--- config.mk ---
export PLATFORM = sky130hd
export DESIGN_NAME = bcd_display_ctrl_flat
export DESIGN_NICKNAME = d
export VERILOG_FILES = /design/src/rtl/bcd_display_ctrl_if.sv /design/src/rtl/bcd_display_ctrl.sv /design/src/flat_wrapper.sv
export SDC_FILE = /design/constraint.sdc
export NUM_CORES = 1
export LEC_CHECK = 0
export ABC_CLOCK_PERIOD_IN_PS = 2800
export BUFFER_PORTS_ARGS = -buffer_cell sky130_fd_sc_hd__buf_2
export CORE_ASPECT_RATIO = 0.75
export CORE_MARGIN = 1
export CORE_UTILIZATION = 30
export DETAILED_ROUTE_END_ITERATION = 8
export PLACE_DENSITY = 0.5
export SLEW_MARGIN = 30
export SYNTH_ARGS = -nofsm -noshare
export SYNTH_HDL_FRONTEND = slang
export SYNTH_SLANG_ARGS = --single-unit
--- constraint.sdc ---
create_clock -name clk -period 2.8 [get_ports clk]
set_input_delay 0.42 -clock clk [delete_from_list [all_inputs] [get_ports clk]]
set_output_delay 0.42 -clock clk [all_outputs]
set_load 0.05 [all_outputs]
--- src/rtl/bcd_display_ctrl_if.sv ---
// ----------------------------------------------------------------------------
// bcd_display_ctrl_if
// Signal bundle between a requester and the BCD display controller.
//   Start      : conversion request (requester -> controller)
//   In_Num     : 13-bit unsigned value to convert (requester -> controller)
//   Busy       : conversion in progress
//   Done       : one-cycle completion strobe
//   Thousands/Hundreds/Tens/Ones : registered BCD result digits
//   Anode      : active-low one-hot digit enable, bit 0 = ones digit
//   Segments   : active-low {g,f,e,d,c,b,a}
// The controller connects through the slave modport, the requester through
// the master modport.
// ----------------------------------------------------------------------------
interface bcd_display_ctrl_if;
   logic        Start;
   logic [12:0] In_Num;
   logic        Busy;
   logic        Done;
   logic [3:0]  Thousands;
   logic [3:0]  Hundreds;
   logic [3:0]  Tens;
   logic [3:0]  Ones;
   logic [3:0]  Anode;
   logic [6:0]  Segments;

   modport master (
      output Start, In_Num,
      input  Busy, Done, Thousands, Hundreds, Tens, Ones, Anode, Segments
   );

   modport slave (
      input  Start, In_Num,
      output Busy, Done, Thousands, Hundreds, Tens, Ones, Anode, Segments
   );
endinterface

--- src/rtl/bcd_display_ctrl.sv ---
// ----------------------------------------------------------------------------
// bcd_display_ctrl
// Converts a 13-bit binary value to four BCD digits with a shift-and-add-3
// (double dabble) sequencer, holds the result in output digit registers and
// time-multiplexes it onto a 4-digit common-anode 7-segment display.
//   clk  : clock, rising edge
//   rst  : asynchronous active-low reset
//   bus  : slave side of bcd_display_ctrl_if (Start/In_Num request, Busy,
//          Done, result digits, Anode, Segments)
// Parameters:
//   REFRESH_DIV : clocks per digit scan slot (2 .. 131071)
//   BLANK_LZ    : 1 blanks leading zeros (ones digit is never blanked)
// ----------------------------------------------------------------------------
module bcd_display_ctrl #(
   parameter int unsigned REFRESH_DIV = 100000,
   parameter bit          BLANK_LZ    = 1'b1
) (
   input  logic               clk,
   input  logic               rst,
   bcd_display_ctrl_if.slave  bus
);

   localparam int RW = $clog2(REFRESH_DIV);
   localparam logic [RW-1:0] REF_MAX = RW'(REFRESH_DIV - 1);

   typedef enum logic [1:0] {
      IDLE  = 2'd0,
      SHIFT = 2'd1,
      DONE  = 2'd2
   } state_t;

   state_t      state;
   logic [12:0] bin;
   logic [15:0] scr;
   logic [3:0]  bit_cnt;
   logic        busy;
   logic        done;
   logic [3:0]  thou;
   logic [3:0]  hund;
   logic [3:0]  tens;
   logic [3:0]  ones;

   logic [RW-1:0] ref_cnt;
   logic [1:0]    sel;

   logic [15:0] scr_adj;
   logic [28:0] sr_next;

   logic [3:0]  anode_c;
   logic [3:0]  digit_c;
   logic        blank_c;

   function automatic logic [3:0] add3(input logic [3:0] d);
      return (d >= 4'd5) ? d + 4'd3 : d;
   endfunction

   function automatic logic [6:0] seg7(input logic [3:0] d);
      case (d)
         4'd0:    return 7'b1000000;
         4'd1:    return 7'b1111001;
         4'd2:    return 7'b0100100;
         4'd3:    return 7'b0110000;
         4'd4:    return 7'b0011001;
         4'd5:    return 7'b0010010;
         4'd6:    return 7'b0000010;
         4'd7:    return 7'b1111000;
         4'd8:    return 7'b0000000;
         4'd9:    return 7'b0010000;
         default: return 7'b1111111;
      endcase
   endfunction

   // One double-dabble step: correct each BCD digit, then shift the whole
   // {digits, remaining binary} word left so the binary MSB enters the ones.
   assign scr_adj = {add3(scr[15:12]), add3(scr[11:8]), add3(scr[7:4]), add3(scr[3:0])};
   assign sr_next = {scr_adj, bin} << 1;

   always_ff @(posedge clk or negedge rst) begin
      if (!rst) begin
         state   <= IDLE;
         busy    <= 1'b0;
         done    <= 1'b0;
         bin     <= '0;
         scr     <= '0;
         bit_cnt <= '0;
         thou    <= '0;
         hund    <= '0;
         tens    <= '0;
         ones    <= '0;
      end else begin
         case (state)
            IDLE: begin
               if (bus.Start) begin
                  bin     <= bus.In_Num;
                  scr     <= '0;
                  bit_cnt <= 4'd13;
                  busy    <= 1'b1;
                  state   <= SHIFT;
               end
            end
            SHIFT: begin
               scr     <= sr_next[28:13];
               bin     <= sr_next[12:0];
               bit_cnt <= bit_cnt - 4'd1;
               // Last shift: publish directly from the shifted word so the
               // result lands on the same edge as the final step.
               if (bit_cnt == 4'd1) begin
                  thou  <= sr_next[28:25];
                  hund  <= sr_next[24:21];
                  tens  <= sr_next[20:17];
                  ones  <= sr_next[16:13];
                  done  <= 1'b1;
                  state <= DONE;
               end
            end
            DONE: begin
               done  <= 1'b0;
               busy  <= 1'b0;
               state <= IDLE;
            end
            default: begin
               done  <= 1'b0;
               busy  <= 1'b0;
               state <= IDLE;
            end
         endcase
      end
   end

   always_ff @(posedge clk or negedge rst) begin
      if (!rst) begin
         ref_cnt <= '0;
         sel     <= 2'd0;
      end else if (ref_cnt == REF_MAX) begin
         ref_cnt <= '0;
         sel     <= sel + 2'd1;
      end else begin
         ref_cnt <= ref_cnt + RW'(1);
      end
   end

   // Digit mux and leading-zero blanking; a digit is blanked only when it
   // and every more significant digit are zero.
   always_comb begin
      anode_c = 4'b1110;
      digit_c = ones;
      blank_c = 1'b0;
      case (sel)
         2'd1: begin
            anode_c = 4'b1101;
            digit_c = tens;
            blank_c = BLANK_LZ && (thou == 4'd0) && (hund == 4'd0) && (tens == 4'd0);
         end
         2'd2: begin
            anode_c = 4'b1011;
            digit_c = hund;
            blank_c = BLANK_LZ && (thou == 4'd0) && (hund == 4'd0);
         end
         2'd3: begin
            anode_c = 4'b0111;
            digit_c = thou;
            blank_c = BLANK_LZ && (thou == 4'd0);
         end
         default: begin
            anode_c = 4'b1110;
            digit_c = ones;
            blank_c = 1'b0;
         end
      endcase
   end

   assign bus.Busy      = busy;
   assign bus.Done      = done;
   assign bus.Thousands = thou;
   assign bus.Hundreds  = hund;
   assign bus.Tens      = tens;
   assign bus.Ones      = ones;
   assign bus.Anode     = anode_c;
   assign bus.Segments  = blank_c ? 7'b1111111 : seg7(digit_c);

endmodule

--- src/flat_wrapper.sv ---
// flat-port wrapper written by rule: the top's interface ports become plain ports
module bcd_display_ctrl_flat 
#(
   parameter int unsigned REFRESH_DIV = 100000,
   parameter bit          BLANK_LZ    = 1'b1
)
  (clk, rst, bus_Start, bus_In_Num, bus_Busy, bus_Done, bus_Thousands, bus_Hundreds, bus_Tens, bus_Ones, bus_Anode, bus_Segments);
  bcd_display_ctrl_if bus_i ();
  input  logic clk;
  input  logic rst;
  input wire logic [$bits(bus_i.Start)-1:0] bus_Start;
  input wire logic [$bits(bus_i.In_Num)-1:0] bus_In_Num;
  output wire logic [$bits(bus_i.Busy)-1:0] bus_Busy;
  output wire logic [$bits(bus_i.Done)-1:0] bus_Done;
  output wire logic [$bits(bus_i.Thousands)-1:0] bus_Thousands;
  output wire logic [$bits(bus_i.Hundreds)-1:0] bus_Hundreds;
  output wire logic [$bits(bus_i.Tens)-1:0] bus_Tens;
  output wire logic [$bits(bus_i.Ones)-1:0] bus_Ones;
  output wire logic [$bits(bus_i.Anode)-1:0] bus_Anode;
  output wire logic [$bits(bus_i.Segments)-1:0] bus_Segments;
  assign bus_i.Start = bus_Start;
  assign bus_i.In_Num = bus_In_Num;
  assign bus_Busy = bus_i.Busy;
  assign bus_Done = bus_i.Done;
  assign bus_Thousands = bus_i.Thousands;
  assign bus_Hundreds = bus_i.Hundreds;
  assign bus_Tens = bus_i.Tens;
  assign bus_Ones = bus_i.Ones;
  assign bus_Anode = bus_i.Anode;
  assign bus_Segments = bus_i.Segments;
  bcd_display_ctrl #(.REFRESH_DIV(REFRESH_DIV), .BLANK_LZ(BLANK_LZ)) u_core (.clk(clk), .rst(rst), .bus(bus_i));
endmodule
==> results of run 1 <==
==> layout by cell type, fill, tap and decap left out, types with 4 or more instances in the layout <==
cell type,Yosys,layout
dfrtp_1,72,72
o21ai_0,52,48
inv_1,22,21
a31oi_1,4,4
nor3_1,7,7
buf_2,0,39
buf_4,0,15
buf_6,1,4
a22oi_1,12,12
ha_1,18,15
or4_1,5,5
nor3b_1,4,4
a222oi_1,4,4
nand2b_1,6,6
xnor2_1,11,11
nand2_1,27,27
mux2_2,11,11
nor2_1,9,9
nand3_1,9,9
clkbuf_16,0,9
a22o_1,5,5
nor2b_1,21,21
a21oi_1,33,32
nand4_1,4,4
xor2_1,7,7
==> worst max-delay path by stage <==
stage                            to  slack [ns]  cells past startpoint
floorplan           bus_Segments[1]       -0.01                      8
global placement    bus_Segments[1]        0.25                      9
detailed placement  bus_Segments[1]        0.15                      9
CTS                 bus_Segments[3]       0.002                      9
global route        bus_Segments[3]       -0.18                      8
finish              bus_Segments[3]       -0.05                      8
==> per-layer routing <==
layer  wire (um)  up-vias  track usage, %
met5           0        -               0
met4         115        0            4.86
met3         483        8            4.04
met2        4060       58            22.6
met1        4430     1462            20.2
li1            -     1504               -
==> power groups by stage <==
stage | logic (W) | registers, W | clock network (W)
floorplan | 0.00151 | 0.00205 | 0
global placement | 0.00247 | 0.00173 | 0
detailed placement | 0.00251 | 0.00174 | 0
CTS | 0.00258 | 0.00173 | 0.00104
global route | 0.00291 | 0.00178 | 0.00108
finish | 0.00264 | 0.00172 | 0.000998
==> flip-flops by register name, indices dropped and copies added (netlist names) <==
name,count
u_core.scr,16
u_core.bit_cnt,4
u_core.ref_cnt,17
u_core.bus.Thousands,4
u_core.bus.Hundreds,4
u_core.bin,13
u_core.sel,2
u_core.state,2
u_core.bus.Tens,4
u_core.bus.Busy,1
u_core.bus.Ones,4
u_core.bus.Done,1
==> stage by stage <==
stage	util [%]	power [W]	hold WS, ns
finish	37.7	0.00536	0.0868
global route	37.7	0.00576	0.135
CTS	37.1	0.00534	0.127
detailed placement	34.6	0.00425	0.482
global placement	34.6	0.00420	0.476
floorplan	-	0.00355	0.124
==> area by class of cell <==
class	count	area, um2
repair buffers	59	373
clock inverters	4	22.5
multi-input cells	281	1920
inverters	24	90.1
well taps	166	208
flip-flops and latches	72	1800
clock buffers	11	233
fillers	1255	7700
==> cells by family after synthesis <==
group | share of synthesized area (%)
xor gates and xnor gates | 4.12
buffers and inverters | 3.83
adders and majority gates | 5.89
DFF | 47.1
AOI/OAI and AO/OA | 18.2
muxes | 3.76
and+or+nand+nor | 17.1
==> what timing repair did <==
item / CTS / global route
resized for setup: 8 / 17
pin swaps: 6 / 7
endpoints found under the hold margin: 0 / 0
hold buffers: 0 / 0
buffers inserted: 4 / 2
setup endpoints to repair: 6 / 7
==> impl_metrics.tcl, run 1 <==
set metrics [dict create \
    worst_path_most_repeated_cell "buf_6" \
    power_switching_w 0.00246 \
    postSynthAreaPerCell_um2 9.81 \
    netlist_area_um2 3830 \
    netlist_top_cells_area "dfrtp_1 47%, o21ai_0 6.8%, ha_1 5.9%" \
    synth_ff_type "dfrtp_1" \
    synth_top_area_share_pct 47.1 \
    via_count 3032 \
    maxSlewViolCount 0 \
    ff2ff_path_depth 6 \
    first_pass_iters 5 \
    min_period_ns 2.85 \
    rsz0062_at_grt "true" \
    critPathMaxFanout 6 \
    max-clock-path-buffers 2 \
    r2r_slack_ns 0.72 \
    antenna_found_initial 0 \
    insertion_delay_ns 0.33 \
    cts_tree "yes" \
    viasPerCell 4.91 \
    finalInstanceArea_um2 4650 \
    maxCapViolCount 0 \
    track_usage_pct 14.7 \
    fin_setup_tns_ns -0.0550 \
    clockRootBuffer "clkbuf_16" \
    final_nets 481 \
    wl_per_cell_um 14.7 \
    worstPathCellList "buf_6 -> ha_4 -> a222oi_1 -> a21oi_2 -> ha_1 -> o21ai_1 -> nand4_1 -> buf_6" \
    cp_top_family "compound AO/OA/AOI/OAI gates" \
    dp_hpwl_mm 6.24 \
    intPower_w 0.00290 \
    syn-num-nets 424 \
    regToRegEndpoint "u_core.bus.Hundreds[1]$_DFFE_PN0P_" \
    violations "negative setup slack" \
    die_w_um 132 \
    ir_drop_mv 0.376 \
    die_y_um 99.8 \
    ant_nets 0 \
    synth_edf_count 0 \
    post_dp_cell_area_um2 4280 \
    setup_viol 2 \
    cp_slowest_stage_delay_ns 0.40 \
    swShare_pct 45.9 \
    initial_core_util_pct 31.0 \
    dp_cells 596 \
    drtIter0Drc 129 \
    io_pins 45 \
    io_buffers 44 \
    path_clk_slew_ns 0.06 \
    cp.arrival_ns 2.43 \
    synthArstFlopShare_pct 100 \
    drc 0 \
    pre_cts_slack_ns 0.154 \
    seqPwrFrac_pct 32.2 \
    synthMostInstantiatedCell "dfrtp_1" \
    core.rowCount 35 \
    worstMarginPinSlew_ns 0.701 \
    max_slew_margin_pct 53.3 \
    clkPwrFrac_pct 18.6 \
    start_kind "register" \
    timing.clock.skew_ns 0.00606 \
    dieArea_um2 13200 \
    grt_max_degree 73 \
    cts_sinks 72 \
    synth_cell_types 45 \
    cp_slowest_cell "dfrtp_1" \
    synthTopCellsByCount "72 x dfrtp_1, 52 x o21ai_0, 33 x a21oi_1" \
    period_share_pct 102 \
    end_kind "output port" \
    r2r_start "u_core.bit_cnt[0]$_DFFE_PN0P_" \
    area_growth_pct 21.6 \
    p_leak_nw 2.05 \
    crit_required_ns 2.38 \
    synth_top_area_cell "dfrtp_1" \
    core_area_um2 12300 \
    finalHoldViolations 0 \
    yosys_warnings 0 \
    grt-ovfl-total 0 \
    finalNonFillerCells 617 \
    grt_pass1_vias 2965 \
    drive_gt1_share_pct 23.5 \
    fin_ws_ns -0.0498 \
    status "finished, violations left" \
    max_freq_ghz 0.351 \
    path_buf_inv 2 \
    powerDensity_nw_per_um2 1150 \
    cts_made_buffers 9 \
    ys_ff_latch 72 \
    grt_first_pass_wirelength_mm 15.3 \
    hp-class "in2async" \
    netlist_instances 390 \
    h-tree-depth 3 \
    place_congestion 0.738 \
    diodes 0 \
    routed_wl_mm 9.09 \
    path_class "reg2out" \
    synth_seq_area_share_pct 47.1 \
    critPathLaunch "u_core.sel[1]$_DFFE_PN0N_" \
    comb_power_share_pct 49.2 \
]
(Power assumes the default switching activity.)
==> run 2: changes to the inputs <==
--- a/config.mk
+++ b/config.mk
@@ -11,6 +11,7 @@
 export CORE_MARGIN = 1
 export CORE_UTILIZATION = 30
 export DETAILED_ROUTE_END_ITERATION = 8
+export GPL_TIMING_DRIVEN = 0
 export PLACE_DENSITY = 0.5
 export SLEW_MARGIN = 30
 export SYNTH_ARGS = -nofsm -noshare
==> impl_metrics.tcl, run 2 (synthesis results as in run 1) <==
set metrics [dict create \
    status "finished, violations left" \
    violations "negative setup slack" \
    cts_tree "yes" \
    p_leak_nw 2.04 \
    io_pins 45 \
    period_share_pct 101 \
    largest_reg_flops 17 \
    hp-class "in2async" \
    insertion_delay_ns 0.34 \
    maxSlewViolCount 0 \
    h-tree-depth 3 \
    io_buffers 44 \
    max_slew_margin_pct 55.2 \
    core.rowCount 35 \
    fin_setup_tns_ns -0.0815 \
    area_growth_pct 22.6 \
    initial_core_util_pct 31.0 \
    hold_buffers 0 \
    pre_cts_slack_ns 0.118 \
    ir_drop_mv 0.418 \
    final_cell_mix "70 x dfrtp_1, 48 x o21ai_0, 38 x buf_2, 32 x a21oi_1, 26 x nand2_1" \
    end_kind "output port" \
    grt-ovfl-total 0 \
    fillers 1281 \
    drive_gt1_share_pct 23.2 \
    grt_pass1_vias 2965 \
    powerDensity_nw_per_um2 1150 \
    wl_per_cell_um 15.0 \
    final_common_cell "dfrtp_1" \
    max-clock-path-buffers 2 \
    place_congestion 0.729 \
    path_class "reg2out" \
    setup_viol 5 \
    viasPerCell 4.95 \
    core_area_um2 12300 \
    drc 0 \
    timing.clock.skew_ns 0.0103 \
    cts_made_buffers 9 \
    fin_ws_ns -0.0370 \
    min_period_ns 2.84 \
    start_kind "register" \
    max_freq_ghz 0.352 \
    grt_first_pass_wirelength_mm 15.7 \
    dieArea_um2 13200 \
    clockRootBuffer "clkbuf_16" \
    finalNonFillerCells 623 \
    diodes 0 \
    cts_sinks 72 \
    rsz0062_at_grt "true" \
    maxCapViolCount 0 \
    drtIter0Drc 108 \
    dp_cells 601 \
    routed_wl_mm 9.37 \
    dp_hpwl_mm 6.76 \
    post_dp_cell_area_um2 4280 \
    grt_max_degree 43 \
    critPathMaxFanout 7 \
    ant_nets 0 \
    reg_top3 "u_core.ref_cnt: 17 flops, u_core.scr: 16 flops, u_core.bin: 13 flops" \
    utilization_pct 38.0 \
    cp.arrival_ns 2.42 \
    die_y_um 99.8 \
    finalHoldViolations 0 \
    crit_required_ns 2.38 \
    regMostFlops "u_core.ref_cnt" \
    final_nets 486 \
    finalInstanceArea_um2 4690 \
    via_count 3083 \
    worstMarginPinSlew_ns 0.671 \
    path_clk_slew_ns 0.06 \
    track_usage_pct 15.3 \
    first_pass_iters 4 \
    antenna_found_initial 0 \
    die_w_um 132 \
]
## run 2: critical path, stage by stage, from the launching register on
cell and delay [ns]:
dfrtp_2 0.46, ha_4 0.19, a222oi_1 0.47, a21oi_2 0.21
ha_1 0.33, and2_4 0.14, o21ai_2 0.11, buf_6 0.17
## run 2: worst paths after layout
| kind | from | to | slack, ns | depth (start not counted) |
|---|---|---|---|---|
| setup / recovery | u_core.sel[1]$_DFFE_PN0N_ | bus_Segments[1] | -0.04 | 7 |
| hold / removal | rst | u_core.bus.Busy$_DFFE_PN0P_ | 0.01 | 1 |
| setup reg to reg | u_core.bit_cnt[1]$_DFFE_PN0P_ | u_core.bus.Tens[1]$_DFFE_PN0P_ | 0.53 | 6 |
| hold reg to reg | u_core.ref_cnt[0]$_DFF_PN0_ | u_core.ref_cnt[0]$_DFF_PN0_ | 0.49 | 1 |
| max in group asynchronous | rst | u_core.sel[0]$_DFFE_PN0N_ | 2.21 | 2 |
| min in group clk | bus_In_Num[5] | u_core.bin[5]$_DFFE_PN0P_ | 0.37 | 3 |
## run 2: where the power goes
part / total, W / switching, W / internal (W)
Sequential: 0.00173 / 0.000343 / 0.00139
Clock: 0.00106 / 0.000460 / 0.000599
Combinational: 0.00261 / 0.00171 / 0.000893
## run 2: metal layers
metal  global-route usage (%)  up-vias  share of wire, %
met4                     5.04        0               1.6
li1                         -     1528                 -
met2                     21.7       70                42
met1                     22.3     1475                52
met5                        0        -                 0
met3                     4.24       10               4.5
## run 2: through the flow
step,total power (W),hold slack [ns]
after floorplan,0.00355,0.124
after global placement,0.00420,0.476
after detailed placement,0.00424,0.388
after CTS,0.00540,0.0240
after global routing,0.00580,0.0420
final,0.00539,0.00950
## run 2: what timing repair did
item / CTS / global route
gates resized for setup: 20 / 9
gates cloned: 0 / 0
pin swaps: 8 / 9
buffers inserted: 5 / 1
endpoints found under the setup margin: 7 / 7
## run 2: final cells by class
class                   instances  area (um2)  area share, %
well taps                     166         208           4.43
multi-input cells             281        1950           41.5
clock inverters                 7        47.5           1.01
clock buffers                   9         225           4.80
plain buffers                  13        56.3           1.20
inverters                      24        90.1           1.92
repair buffers                 51         312           6.64
flip-flops and latches         72        1800           38.5
==> run 3: changes to the inputs <==
--- a/config.mk
+++ b/config.mk
@@ -5,14 +5,14 @@
 export SDC_FILE = /design/constraint.sdc
 export NUM_CORES = 1
 export LEC_CHECK = 0
-export ABC_CLOCK_PERIOD_IN_PS = 2800
+export ABC_CLOCK_PERIOD_IN_PS = 3050
 export BUFFER_PORTS_ARGS = -buffer_cell sky130_fd_sc_hd__buf_2
 export CORE_ASPECT_RATIO = 0.75
 export CORE_MARGIN = 1
-export CORE_UTILIZATION = 30
+export CORE_UTILIZATION = 58
 export DETAILED_ROUTE_END_ITERATION = 8
 export GPL_TIMING_DRIVEN = 0
-export PLACE_DENSITY = 0.5
+export PLACE_DENSITY = 0.82
 export SLEW_MARGIN = 30
 export SYNTH_ARGS = -nofsm -noshare
 export SYNTH_HDL_FRONTEND = slang
==> constraint.sdc (replaced) <==
create_clock -name clk -period 3.05 [get_ports clk]
set_input_delay 0.4575 -clock clk [delete_from_list [all_inputs] [get_ports clk]]
set_output_delay 0.4575 -clock clk [all_outputs]
set_load 0.05 [all_outputs]
==> impl_metrics.tcl, run 3 (synthesis results as in run 1) <==
set metrics [dict create \
    finalHoldViolations 0 \
    powerDensity_nw_per_um2 1080 \
    grt-ovfl-total 0 \
    grt_pass1_vias 2928 \
    drc 0 \
    r2r_start "u_core.bit_cnt[1]$_DFFE_PN0P_" \
    h-tree-depth 3 \
    critPathMaxFanout 8 \
    wl_per_cell_um 16.4 \
    largest_reg_flops 17 \
    core.rowCount 25 \
    maxSlewViolCount 0 \
    final_common_cell "dfrtp_1" \
    finalNonFillerCells 536 \
    path_class "reg2out" \
    io_pins 45 \
    io_buffers 44 \
    drive_gt1_share_pct 20.9 \
    post_dp_cell_area_um2 4180 \
    initial_core_util_pct 60.3 \
    fin_ws_ns 0.0163 \
    hold_start "bus_In_Num[1]" \
    via_count 3214 \
    first_pass_iters 5 \
    cp.arrival_ns 2.58 \
    fin_setup_tns_ns 0 \
    max_slew_margin_pct 45.0 \
    antenna_found_initial 0 \
    cts_tree "yes" \
    routed_wl_mm 8.78 \
    die_w_um 95.8 \
    cts_made_buffers 9 \
    dieArea_um2 6930 \
    setup_viol 0 \
    die_y_um 72.3 \
    final_nets 484 \
    critPathLaunch "u_core.sel[0]$_DFFE_PN0N_" \
    place_congestion 0.807 \
    regToRegEndpoint "u_core.bus.Tens[1]$_DFFE_PN0P_" \
    dp_hpwl_mm 6.15 \
    ir_drop_mv 0.460 \
    maxCapViolCount 0 \
    min_period_ns 3.03 \
    max-clock-path-buffers 2 \
    start_kind "register" \
    status "complete, no violations" \
    path_clk_slew_ns 0.08 \
    cts_sinks 72 \
    ff2ff_path_depth 6 \
    power.total_w 0.00482 \
    track_usage_pct 26.7 \
    crit_required_ns 2.59 \
    insertion_delay_ns 0.35 \
    finalInstanceArea_um2 4470 \
    diodes 0 \
    grt_max_degree 52 \
    max_freq_ghz 0.330 \
    hp-class "in2reg" \
    drtIter0Drc 203 \
    period_share_pct 99.5 \
    final_cell_mix "72 x dfrtp_1, 50 x o21ai_0, 40 x buf_2, 32 x a21oi_1, 27 x nand2_1" \
    core_area_um2 6350 \
    grt_first_pass_wirelength_mm 14.0 \
    timing.clock.skew_ns 0.00779 \
    worstMarginPinSlew_ns 0.824 \
    pre_cts_slack_ns 0.373 \
    end_kind "output port" \
    r2r_slack_ns 0.65 \
    p_leak_nw 2.01 \
    dp_cells 516 \
    regMostFlops "u_core.ref_cnt" \
    area_growth_pct 16.9 \
    reg_top3 "u_core.ref_cnt: 17 flops, u_core.scr: 16 flops, u_core.bin: 13 flops" \
    endpoint "bus_Segments[6]" \
    fillers 483 \
    ant_nets 0 \
    clockRootBuffer "clkbuf_8" \
    viasPerCell 6.00 \
]
run 3: per-layer routing:
layer  GRT usage (%)  vias up  wire, um
met1            36.4     1587      4050
met3            7.34       15       462
met5               0        -         0
met2            41.8       99      4120
met4            8.46        0       147
li1                -     1513         -
run 3: how the worst min path moves through the flow:
stage	endpoint	slack [ns]	depth (start not counted)
floorplan	u_core.bin[0]$_DFFE_PN0P_	0.16	0
global placement	u_core.ref_cnt[0]$_DFF_PN0_	0.47	1
detailed placement	u_core.bus.Done$_DFFE_PN0P_	0.37	1
CTS	u_core.bin[1]$_DFFE_PN0P_	0.38	3
global route	u_core.bin[6]$_DFFE_PN0P_	0.40	3
finish	u_core.bin[1]$_DFFE_PN0P_	0.39	3
run 3: timing repair:
item,4_1_cts,5_1_grt
cloned,0,0
endpoints found under the setup margin,1,6
gates resized for setup,1,13
hold buffers,1,0
hold endpoints to repair,20,0
pin swaps,0,5
buffers inserted,0,3
run 3: final cells by class:
type | count | area, um2 | share of cell area, %
Inverter | 24 | 90.1 | 2.01
Clock buffer | 10 | 138 | 3.08
Timing Repair Buffer | 49 | 294 | 6.58
Buffer | 13 | 56.3 | 1.26
Clock inverter | 6 | 91.3 | 2.04
Sequential cell | 72 | 1800 | 40.3
Multi-Input combinational cell | 281 | 1900 | 42.5
Tap cell | 81 | 101 | 2.27
run 3: critical path, cell delays in order, from the launching register on:
cell and delay [ns]:
dfrtp_1 0.38, inv_1 0.10, ha_2 0.22, a222oi_1 0.49
mux2i_2 0.26, a2111oi_2 0.43, a31oi_1 0.10, buf_2 0.23
run 3: power by group:
part           total, W  switching [W]  internal (W)
Clock          0.000861       0.000374      0.000487
Combinational   0.00238        0.00159      0.000788
Sequential      0.00158       0.000313       0.00127
Total           0.00482        0.00227       0.00255
run 3: stage by stage:
stage | utilization [%] | hold slack (ns)
4_1_cts | 69.6 | 0.383
3_5_place_dp | 65.8 | 0.373
3_3_place_gp | 65.3 | 0.472
6_report | 70.4 | 0.387
5_1_grt | 70.4 | 0.402
2_1_floorplan | - | 0.162
